**config.mk**
```make
export PLATFORM = sky130hd
export DESIGN_NAME = full_adder_cell_flat
export DESIGN_NICKNAME = d
export VERILOG_FILES = /design/src/rtl/full_adder_cell_if.sv /design/src/rtl/full_adder_cell.sv /design/src/flat_wrapper.sv
export SDC_FILE = /design/constraint.sdc
export NUM_CORES = 1
export LEC_CHECK = 0
export CAP_MARGIN = 30
export CELL_PAD_IN_SITES_DETAIL_PLACEMENT = 1
export CELL_PAD_IN_SITES_GLOBAL_PLACEMENT = 1
export CORE_AREA = 3 3 40 42
export CTS_CLUSTER_DIAMETER = 150
export DETAILED_ROUTE_END_ITERATION = 8
export DIE_AREA = 0 0 43 45
export PLACE_DENSITY_LB_ADDON = 0.2
export SLEW_MARGIN = 20
export SYNTH_ARGS = -nofsm -noshare
export SYNTH_HDL_FRONTEND = slang
export SYNTH_SLANG_ARGS = --single-unit
```
**constraint.sdc**
```tcl
create_clock -name clk_i -period 1.3 [get_ports clk_i]
set_clock_uncertainty 0.2 [all_clocks]
set_input_delay 0.26 -clock clk_i [delete_from_list [all_inputs] [get_ports clk_i]]
set_output_delay 0.26 -clock clk_i [all_outputs]
set_load 0.01 [all_outputs]
```
**src/rtl/full_adder_cell_if.sv**
```systemverilog
// Operand, control and result signals of the full adder cell, grouped so the
// datapath can hook a cell up with a single connection.
interface full_adder_cell_if;
    logic a_i;
    logic b_i;
    logic cin_i;
    logic valid_i;
    logic serial_en_i;
    logic clear_i;

    logic s_o;
    logic cout_o;
    logic p_o;
    logic g_o;
    logic s_q_o;
    logic cout_q_o;
    logic valid_o;

    modport master (
        output a_i,
        output b_i,
        output cin_i,
        output valid_i,
        output serial_en_i,
        output clear_i,
        input  s_o,
        input  cout_o,
        input  p_o,
        input  g_o,
        input  s_q_o,
        input  cout_q_o,
        input  valid_o
    );

    modport slave (
        input  a_i,
        input  b_i,
        input  cin_i,
        input  valid_i,
        input  serial_en_i,
        input  clear_i,
        output s_o,
        output cout_o,
        output p_o,
        output g_o,
        output s_q_o,
        output cout_q_o,
        output valid_o
    );
endinterface

```
**src/rtl/full_adder_cell.sv**
```systemverilog
// Single-bit full adder with an optional registered stage whose carry register
// lets the cell add or subtract a word bit-serially, LSB first.
module full_adder_cell #(
    parameter bit REG_OUT = 1'b1
) (
    input logic            clk_i,
    input logic            rst_ni,
    full_adder_cell_if.slave bus
);

    logic prop;
    logic gen;
    logic carry_q;

    assign prop       = bus.a_i ^ bus.b_i;
    assign gen        = bus.a_i & bus.b_i;
    assign bus.p_o    = prop;
    assign bus.g_o    = gen;
    assign bus.s_o    = prop ^ bus.cin_i;
    assign bus.cout_o = gen | (bus.cin_i & prop);

    generate
        if (REG_OUT) begin : g_reg
            logic c_eff;
            logic s_r;
            logic c_r;
            logic s_q;
            logic cout_q;
            logic valid_q;

            // clear_i marks a new word, so the first bit always takes cin_i
            assign c_eff = (bus.serial_en_i & ~bus.clear_i) ? carry_q : bus.cin_i;
            assign s_r   = prop ^ c_eff;
            assign c_r   = gen | (c_eff & prop);

            always_ff @(posedge clk_i or negedge rst_ni) begin
                if (!rst_ni) begin
                    s_q     <= 1'b0;
                    cout_q  <= 1'b0;
                    carry_q <= 1'b0;
                    valid_q <= 1'b0;
                end else if (bus.valid_i) begin
                    s_q     <= s_r;
                    cout_q  <= c_r;
                    carry_q <= c_r;
                    valid_q <= 1'b1;
                end else begin
                    valid_q <= 1'b0;
                    if (bus.clear_i) begin
                        carry_q <= 1'b0;
                    end
                end
            end

            assign bus.s_q_o    = s_q;
            assign bus.cout_q_o = cout_q;
            assign bus.valid_o  = valid_q;
        end else begin : g_noreg
            assign carry_q      = 1'b0;
            assign bus.s_q_o    = 1'b0;
            assign bus.cout_q_o = 1'b0;
            assign bus.valid_o  = 1'b0;
        end
    endgenerate

endmodule

```
**src/flat_wrapper.sv**
```systemverilog
// flat-port wrapper written by rule: the top's interface ports become plain ports
module full_adder_cell_flat 
#(
    parameter bit REG_OUT = 1'b1
)
  (clk_i, rst_ni, bus_a_i, bus_b_i, bus_cin_i, bus_valid_i, bus_serial_en_i, bus_clear_i, bus_s_o, bus_cout_o, bus_p_o, bus_g_o, bus_s_q_o, bus_cout_q_o, bus_valid_o);
  full_adder_cell_if bus_i ();
  input logic clk_i;
  input logic rst_ni;
  input wire logic [$bits(bus_i.a_i)-1:0] bus_a_i;
  input wire logic [$bits(bus_i.b_i)-1:0] bus_b_i;
  input wire logic [$bits(bus_i.cin_i)-1:0] bus_cin_i;
  input wire logic [$bits(bus_i.valid_i)-1:0] bus_valid_i;
  input wire logic [$bits(bus_i.serial_en_i)-1:0] bus_serial_en_i;
  input wire logic [$bits(bus_i.clear_i)-1:0] bus_clear_i;
  output wire logic [$bits(bus_i.s_o)-1:0] bus_s_o;
  output wire logic [$bits(bus_i.cout_o)-1:0] bus_cout_o;
  output wire logic [$bits(bus_i.p_o)-1:0] bus_p_o;
  output wire logic [$bits(bus_i.g_o)-1:0] bus_g_o;
  output wire logic [$bits(bus_i.s_q_o)-1:0] bus_s_q_o;
  output wire logic [$bits(bus_i.cout_q_o)-1:0] bus_cout_q_o;
  output wire logic [$bits(bus_i.valid_o)-1:0] bus_valid_o;
  assign bus_i.a_i = bus_a_i;
  assign bus_i.b_i = bus_b_i;
  assign bus_i.cin_i = bus_cin_i;
  assign bus_i.valid_i = bus_valid_i;
  assign bus_i.serial_en_i = bus_serial_en_i;
  assign bus_i.clear_i = bus_clear_i;
  assign bus_s_o = bus_i.s_o;
  assign bus_cout_o = bus_i.cout_o;
  assign bus_p_o = bus_i.p_o;
  assign bus_g_o = bus_i.g_o;
  assign bus_s_q_o = bus_i.s_q_o;
  assign bus_cout_q_o = bus_i.cout_q_o;
  assign bus_valid_o = bus_i.valid_o;
  full_adder_cell #(.REG_OUT(REG_OUT)) u_core (.clk_i(clk_i), .rst_ni(rst_ni), .bus(bus_i));
endmodule
```
# ---- Word-level counts from Yosys, hierarchy flattened
# Cells that the tools add are included.
dict set report word_totals {
  register_bits 4
  latchBits 0
  mem_bits_rw 0
  romBits 0
  input_bits 8
  output_inout_bits 7
  word_cells 19
  n_memories 0
}
dict set report classes {
  addsub 0
  mul 0
  div 0
  magnitude_cmp 0
  eq_ne 0
  n_shift 0
  muxes 4
  bitwise_logic 10
  reduce_logical 1
}
# op count
set ops {}
lappend ops {{1-bit AND} 4}
lappend ops {{1-bit two-way mux} 4}
lappend ops {{1-bit bitwise XOR} 3}
lappend ops {{1-bit OR} 2}
lappend ops {{2-bit nonzero test} 1}
lappend ops {{1-bit inverter} 1}

# ---- Logic depth before layout (Yosys ltp)
dict set report depth {
  ltp_word 6
  ltp_mapped 5
  ltp_nobuf 5
}

# ---- Worst setup path before layout
# Ideal clock, no wire load.
dict set report synth_path {
  path_kind {input to register}
  startpoint {input port bus_clear_i}
  endpoint {register u_core.g_reg.s_q, in the netlist u_core.bus.s_q_o}
  setup_time_ns 0.079
  arrival_ns 1.090
  required_ns 1.021
  slack_ns -0.069
  stages 4
  n_path_buf 0
  path_cell_list {nand2b_4 -> mux2i_1 -> fa_1 -> mux2i_1}
}
dict set report synth_between {
  elab_chain_cells 4
}
# element line
set synth_rtl {}
lappend synth_rtl {{from (decl)} flat_wrapper.sv:15} ;# input wire logic [$bits(bus_i.clear_i)-1:0] bus_clear_i;
lappend synth_rtl {{1-bit inverter} full_adder_cell.sv:32} ;# assign c_eff = (bus.serial_en_i & ~bus.clear_i) ? carry_q : bus.cin_i;
lappend synth_rtl {{1-bit AND} full_adder_cell.sv:32}
lappend synth_rtl {{1-bit two-way mux} full_adder_cell.sv:32}
lappend synth_rtl {{1-bit bitwise XOR} full_adder_cell.sv:33} ;# assign s_r = prop ^ c_eff;
lappend synth_rtl {{to (signal assigned)} full_adder_cell.sv:43} ;# s_q <= s_r;
lappend synth_rtl {{to (decl)} full_adder_cell.sv:27} ;# logic s_q;
# No other way between the ends.
# A chain may end at the register's enable or synchronous reset.

# ---- Worst setup path in the final report
dict set report layout_path {
  startpoint {input port bus_b_i}
  endpoint {output port bus_s_o}
}
dict set report layout_between {
  elab_chain_cells 2
}
# element line
set layout_rtl {}
lappend layout_rtl {{from (decl)} flat_wrapper.sv:11} ;# input wire logic [$bits(bus_i.b_i)-1:0] bus_b_i;
lappend layout_rtl {{1-bit bitwise XOR} full_adder_cell.sv:15} ;# assign prop = bus.a_i ^ bus.b_i;
lappend layout_rtl {{1-bit bitwise XOR} full_adder_cell.sv:19} ;# assign bus.s_o = prop ^ bus.cin_i;
lappend layout_rtl {{to (decl)} flat_wrapper.sv:16} ;# output wire logic [$bits(bus_i.s_o)-1:0] bus_s_o;
# No other way between the ends.

==> out/qor.txt <==
Synth area leaders: dfrtp_1 45%, fa_1 18%, mux2i_1 8.9%
crit-path max FO: 2
Post-Syn Area: 224 um2
EDFF count, synth: 0
CP delay by family, top: adder cells
post-DP HPWL: 443 um
first-pass GRT wire length: 966 um
RSZ-0062 raised after global routing: true
vias in the first global route: 252
Post-synth top flop: dfrtp_1
nets@finish: 53
# DRC: 0
r2r setup slk: -0.15 ns
core area: 1280 um2
Die Area: 1940 um2
Worst Tran Pin Value: 0.308 ns
# rows: 13
Peak VDD IR: 0.233 mV
top cells by count, synth: 4 x dfrtp_1, 4 x inv_1, 2 x fa_1, 2 x mux2i_1, 2 x nand2b_1
Synth Instances: 18
H-Tree Depth: 1
Die Y: 45 um
synth unique cells: 9
Initial Utilization: 17.4%
antenna violations before repair: 0
Critical Path RT: 0.84 ns
outcome: finished, violations left
CTS tree: done
Fin. Hold Viols: 0
routability congestion estimate: 0.628
Setup crit end kind: output pin
Clock Latency Late Sink: 0.23 ns
WP buf/inv: 2
Vias/cell: 4.07
Fmax: 681 MHz
crit-path max cell delay: 0.53 ns
post-synth top area share: 44.7%
Min Hold Slack: 0.0267 ns
Port Buffer Count: 14
worst reg-to-reg path cell count: 3
Wirelength per Cell: 10.3 um
r2r endpoint: u_core.bus.s_q_o
mean post-synth cell area: 12.4 um2
Post-Synthesis Net Count: 29
crit path cell chain: buf_8, fa_1, buf_2
# diodes: 0
vias: 224
Util after Layout: 35.2%
CTS root buffer: clkbuf_4
post-synthesis async set-or-reset flop share: 100%
sequential area share after synthesis: 44.7%
Finish-stage setup viols: 3
leak pwr: 0.000229 uW
CTS max path bufs: 2
slowest cell on the critical path: fa_1
Final period util: 113%
CTS buffer count: 3
Crit Path Category: primary input to output pin
I/O Pins: 15
cell taking the most area after synthesis: dfrtp_1
fin. max-slew vios: 0
drt first pass iters: 1
YS warnings: 0
clk sinks: 4
power per cell area: 963 nW/um2
Final ANT Viol Nets: 0
initial DRC count: 0
Synth Register Bits: 4
RR Startpoint: u_core.carry_q
gr usage total: 7.21%
Horiz. Die Dim: 43 um
Layout area overhead: 102%
WP data arrival: 1.01 ns
GR Overflow Total: 0
crit path time final: 1.47 ns
failing checks: setup timing
clk slew on worst S/H paths: 0.04 ns
post-route setup slack: -0.169 ns
MaxCap Viol Count: 0
layout cells sized above 1: 62.5%
overall routed net length: 569 um
CP Launch Type: primary input
max_slew headroom: 79.4%
largest net degree at the start of global routing: 6
HP Class: primary input to asynchronous set/reset pin
CTS Hold Bufs: 0
## through the flow
stage          TNS (ns)  instances  power [uW]  setup WS [ns]  area [um2]
2_1_floorplan    -0.106         18         200        -0.0690         231
3_3_place_gp      -4.97         50         287         -0.949         413
3_5_place_dp      -5.10         50         289         -0.956         413
4_1_cts          -0.555         54         444         -0.173         447
5_1_grt          -0.565         55         470         -0.199         453
6_report         -0.375         55         436         -0.169         453
## sequential cells by signal, summed over array words and instances (netlist names)
signal,flops
u_core.bus.cout_q_o,1
u_core.bus.valid_o,1
u_core.carry_q,1
u_core.bus.s_q_o,1
## per-layer routing
metal	GRT usage [%]	up-vias	share of wire, %
li1	-	99	-
met1	6.63	110	36
met2	11.7	15	53
met3	3.19	0	11
met4	7.23	0	0
met5	0	-	0
## worst max path at each step
stage	end	cells after the start	from
6_report	bus_s_o	3	bus_b_i
2_1_floorplan	u_core.bus.s_q_o	4	bus_clear_i
5_1_grt	u_core.bus.s_q_o	3	u_core.carry_q
3_5_place_dp	bus_s_o	3	bus_cin_i
4_1_cts	bus_s_o	3	bus_cin_i
3_3_place_gp	bus_s_o	3	bus_cin_i
## power breakdown
part | switching, uW | leakage [uW] | internal, uW | total [uW]
Combinational | 58.7 | 0.000167 | 76.8 | 135
Sequential | 8.03 | 0.0000482 | 141 | 149
Clock | 48.9 | 0.0000138 | 103 | 152
Total | 116 | 0.000229 | 321 | 436
## cells in the final DEF, fill, tap and decap left out, drive strengths merged
cell	instances
inv	4
clkbuf	4
nand2b	3
dfrtp	4
clkdlybuf4s50	2
fa	2
o21ai	2
buf	14
ha	1
clkdlybuf4s15	2
mux2i	2
## what timing repair did
item / CTS / global route
pin swaps: 2 / 3
setup endpoints to repair: 10 / 8
setup buffers: 1 / 2
resized for setup: 46 / 10
## logic make-up (layout without fill, tap and decap cells)
| logic type | count (synthesis) | in the layout | share of synthesized area [%] |
|---|---|---|---|
| AOI/OAI and AO/OA | 2 | 2 | 4.46 |
| adders and majority gates | 3 | 3 | 23.5 |
| buffers and inverters | 4 | 26 | 6.70 |
| DFF | 4 | 4 | 44.7 |
| muxes | 2 | 2 | 8.94 |
| and+or+nand+nor | 3 | 3 | 11.7 |
## area by class of cell
class | instances | area, um2
clock buffers | 3 | 22.5
fillers | 152 | 832
inverters | 4 | 15.0
multi-input cells | 10 | 143
flip-flops and latches | 4 | 100
well taps | 15 | 18.8
repair buffers | 19 | 154
No activity file was read; power rests on OpenSTA's default activity.
==> edit, RTL diff (config.mk and constraints unchanged) <==
Make the reset (`rst_ni`) synchronous in one clocked block.
--- a/src/rtl/full_adder_cell.sv
+++ b/src/rtl/full_adder_cell.sv
@@ -35,3 +35,3 @@
 
-            always_ff @(posedge clk_i or negedge rst_ni) begin
+            always_ff @(posedge clk_i) begin
                 if (!rst_ni) begin
Behaviour: differs if rst_ni is asserted again (counterexample within 4 cycles, from zero or initial values and one cycle with rst_ni low); with rst_ni held inactive, the same outputs for 10 cycles.
==> edit against the unedited design <==
  * The run still ends with setup timing left
  * Wire length down 0.53%
  * Largest power group unchanged
  * Area after synthesis is 5.0% lower
  * Critical path depth is the same
  * Register-to-register slack improved by 0.07 ns
  * Final cell count rose by 1.8%
  * Sequential cell count is the same
  * Final area is 5.8% higher
  * Maximum frequency down 1.1%
  * Highest routed layer unchanged
  * Setup slack worse by 0.016 ns
  * Power shrank 3.0%
  * Sequential share of layout area fell by 5.1 points
==> edit: results (changes against the unedited design) <==
share of layout cells above drive strength 1=58.5% (-4.0 points); worst reg2reg setup slack=-0.08 ns (+0.07 ns); First DRT Iteration DRCs=2 (+2); top post-synthesis cells by count=dfxtp_1 (4), fa_1 (2), inv_1 (2), nand2_1 (2), o211a_1 (2); port bufs=14 (unchanged); CTS clock-pin slew for the worst setup and hold paths=0.03 ns; Net Switching=0.000102 W (-12%); Worst Tran Pin Value=0.202 ns (-0.106 ns); Root Driver=clkbuf_4; Netlist cell types=12 (+3); vias in the first global route=222 (-12%); Num CTS Buffers=3 (unchanged); TritonRoute pass-1 iters=2 (+1); final wirelength=566 um (-0.53%); Via density=3.84 (-5.7%); final-stage net count=54 (+1.9%); Reg2Reg Depth=4 (+1); hold path depth=1; setup violators final=3 (unchanged); ranking of synthesized cells by area=dfxtp_1 (38%), fa_1 (19%), o211a_1 (9.4%); CTS Buffer Depth=2 (unchanged); register area share after synthesis=37.6% (-7.0 points); RePlAce Congestion=0.581 (-7.5%); post-synth net total=30 (+3.4%); r2r endpoint=u_core.bus.s_q_o$_SDFFE_PN0P_; worst setup margin=-0.185 ns (-0.0165 ns); first-pass GRT wire length=931 um (-3.6%); Arrival @ worst endpoint=1.02 ns; Placed Cells=52 (+4.0%); crit path max fanout=2 (unchanged); GRT Total Usage=6.67% (-0.54 points); leak pwr=0.228 nW (-0.23%); status=finished with violations; hold wc startpoint=u_core.bus.cout_q_o$_SDFFE_PN0P_; Reg-to-Reg Start=u_core.carry_q$_SDFFE_PN0P_; Warnings, synthesis=0 (unchanged); DP Wirelength=482 um (+8.8%); setup TNS=-0.323 ns (+0.0518 ns); Syn Area/Cell=11.2 um2 (-10%); Hold Path Sink=u_core.bus.cout_q_o$_SDFFE_PN0P_; clock latency on the worst-skew pair=0.23 ns (about the same); antenna violations before repair=0 (unchanged); FFs w/ async S/R, synth=0% (-100 points); ant diodes=0 (unchanged); ys flop type=dfxtp_1; DP Worst Slack=-0.975 ns (-0.0193 ns); failing checks=setup timing; largest net degree at the start of global routing=8 (+2); Hold Path Class=flop to flop; drt wl/cell=10.1 um (-2.3%); VDD IR max=0.000605 V (+160%); H-tree depth=1 (unchanged)
[edit: cell families after synthesis]
family,Yosys count,share of synthesized area (%)
and+or+nand+nor,6,16.5
DFF,4,37.6
AOI/OAI and AO/OA,3,12.9
adders and majority gates,3,24.7
buffers and inverters,2,3.53
muxes,1,4.71
[edit: routing by layer]
layer | routed length, um | share of wire [%] | global-route usage, % | up-vias
met3 | 43 | 7.6 | 4.78 | 0
met4 | 0 | 0 | 0 | 0
met2 | 327 | 58 | 11.4 | 8
met5 | 0 | 0 | 0 | -
li1 | - | - | - | 107
met1 | 194 | 34 | 7.26 | 100
[edit: what timing repair did]
item	CTS	global route
endpoints found under the setup margin	10	8
resized for setup	56	4
pin swaps	3	3
setup buffers	1	1
[edit: power by group through the flow]
stage | clock [W] | sequential (W) | combinational (W)
floorplan | 0 | 0.000141 | 0.0000385
global placement | 0 | 0.000137 | 0.000116
detailed placement | 0 | 0.000138 | 0.000119
CTS | 0.000157 | 0.000136 | 0.000135
global route | 0.000171 | 0.000138 | 0.000151
finish | 0.000151 | 0.000137 | 0.000136
[edit: worst max-delay path by stage]
stage / from / endpoint / cells after the start
floorplan: bus_clear_i / u_core.bus.s_q_o$_SDFFE_PN0P_ / 5
global route: bus_a_i / bus_s_o / 3
CTS: bus_a_i / bus_s_o / 3
detailed placement: bus_cin_i / bus_s_o / 3
finish: bus_a_i / bus_s_o / 3
global placement: bus_cin_i / bus_s_o / 3
[edit: layout make-up]
type	count	area, um2
Fill cell	149	806
Timing Repair Buffer	19	186
Inverter	2	7.51
Clock buffer	3	22.5
Sequential cell	4	81.3
Tap cell	15	18.8
Multi-Input combinational cell	13	163
[edit: through the flow]
step                cell area, um2  utilization (%)  hold WS (ns)
floorplan                      213                -         0.178
global placement               402             31.3         0.262
detailed placement             402             31.3         0.274
CTS                            465             36.2         0.251
global route                   479             37.3         0.307
finish                         479             37.3         0.282
[edit: worst max-delay path: stages]
cell and delay (ns):
buf_8 0.10, fa_2 0.56, buf_6 0.10
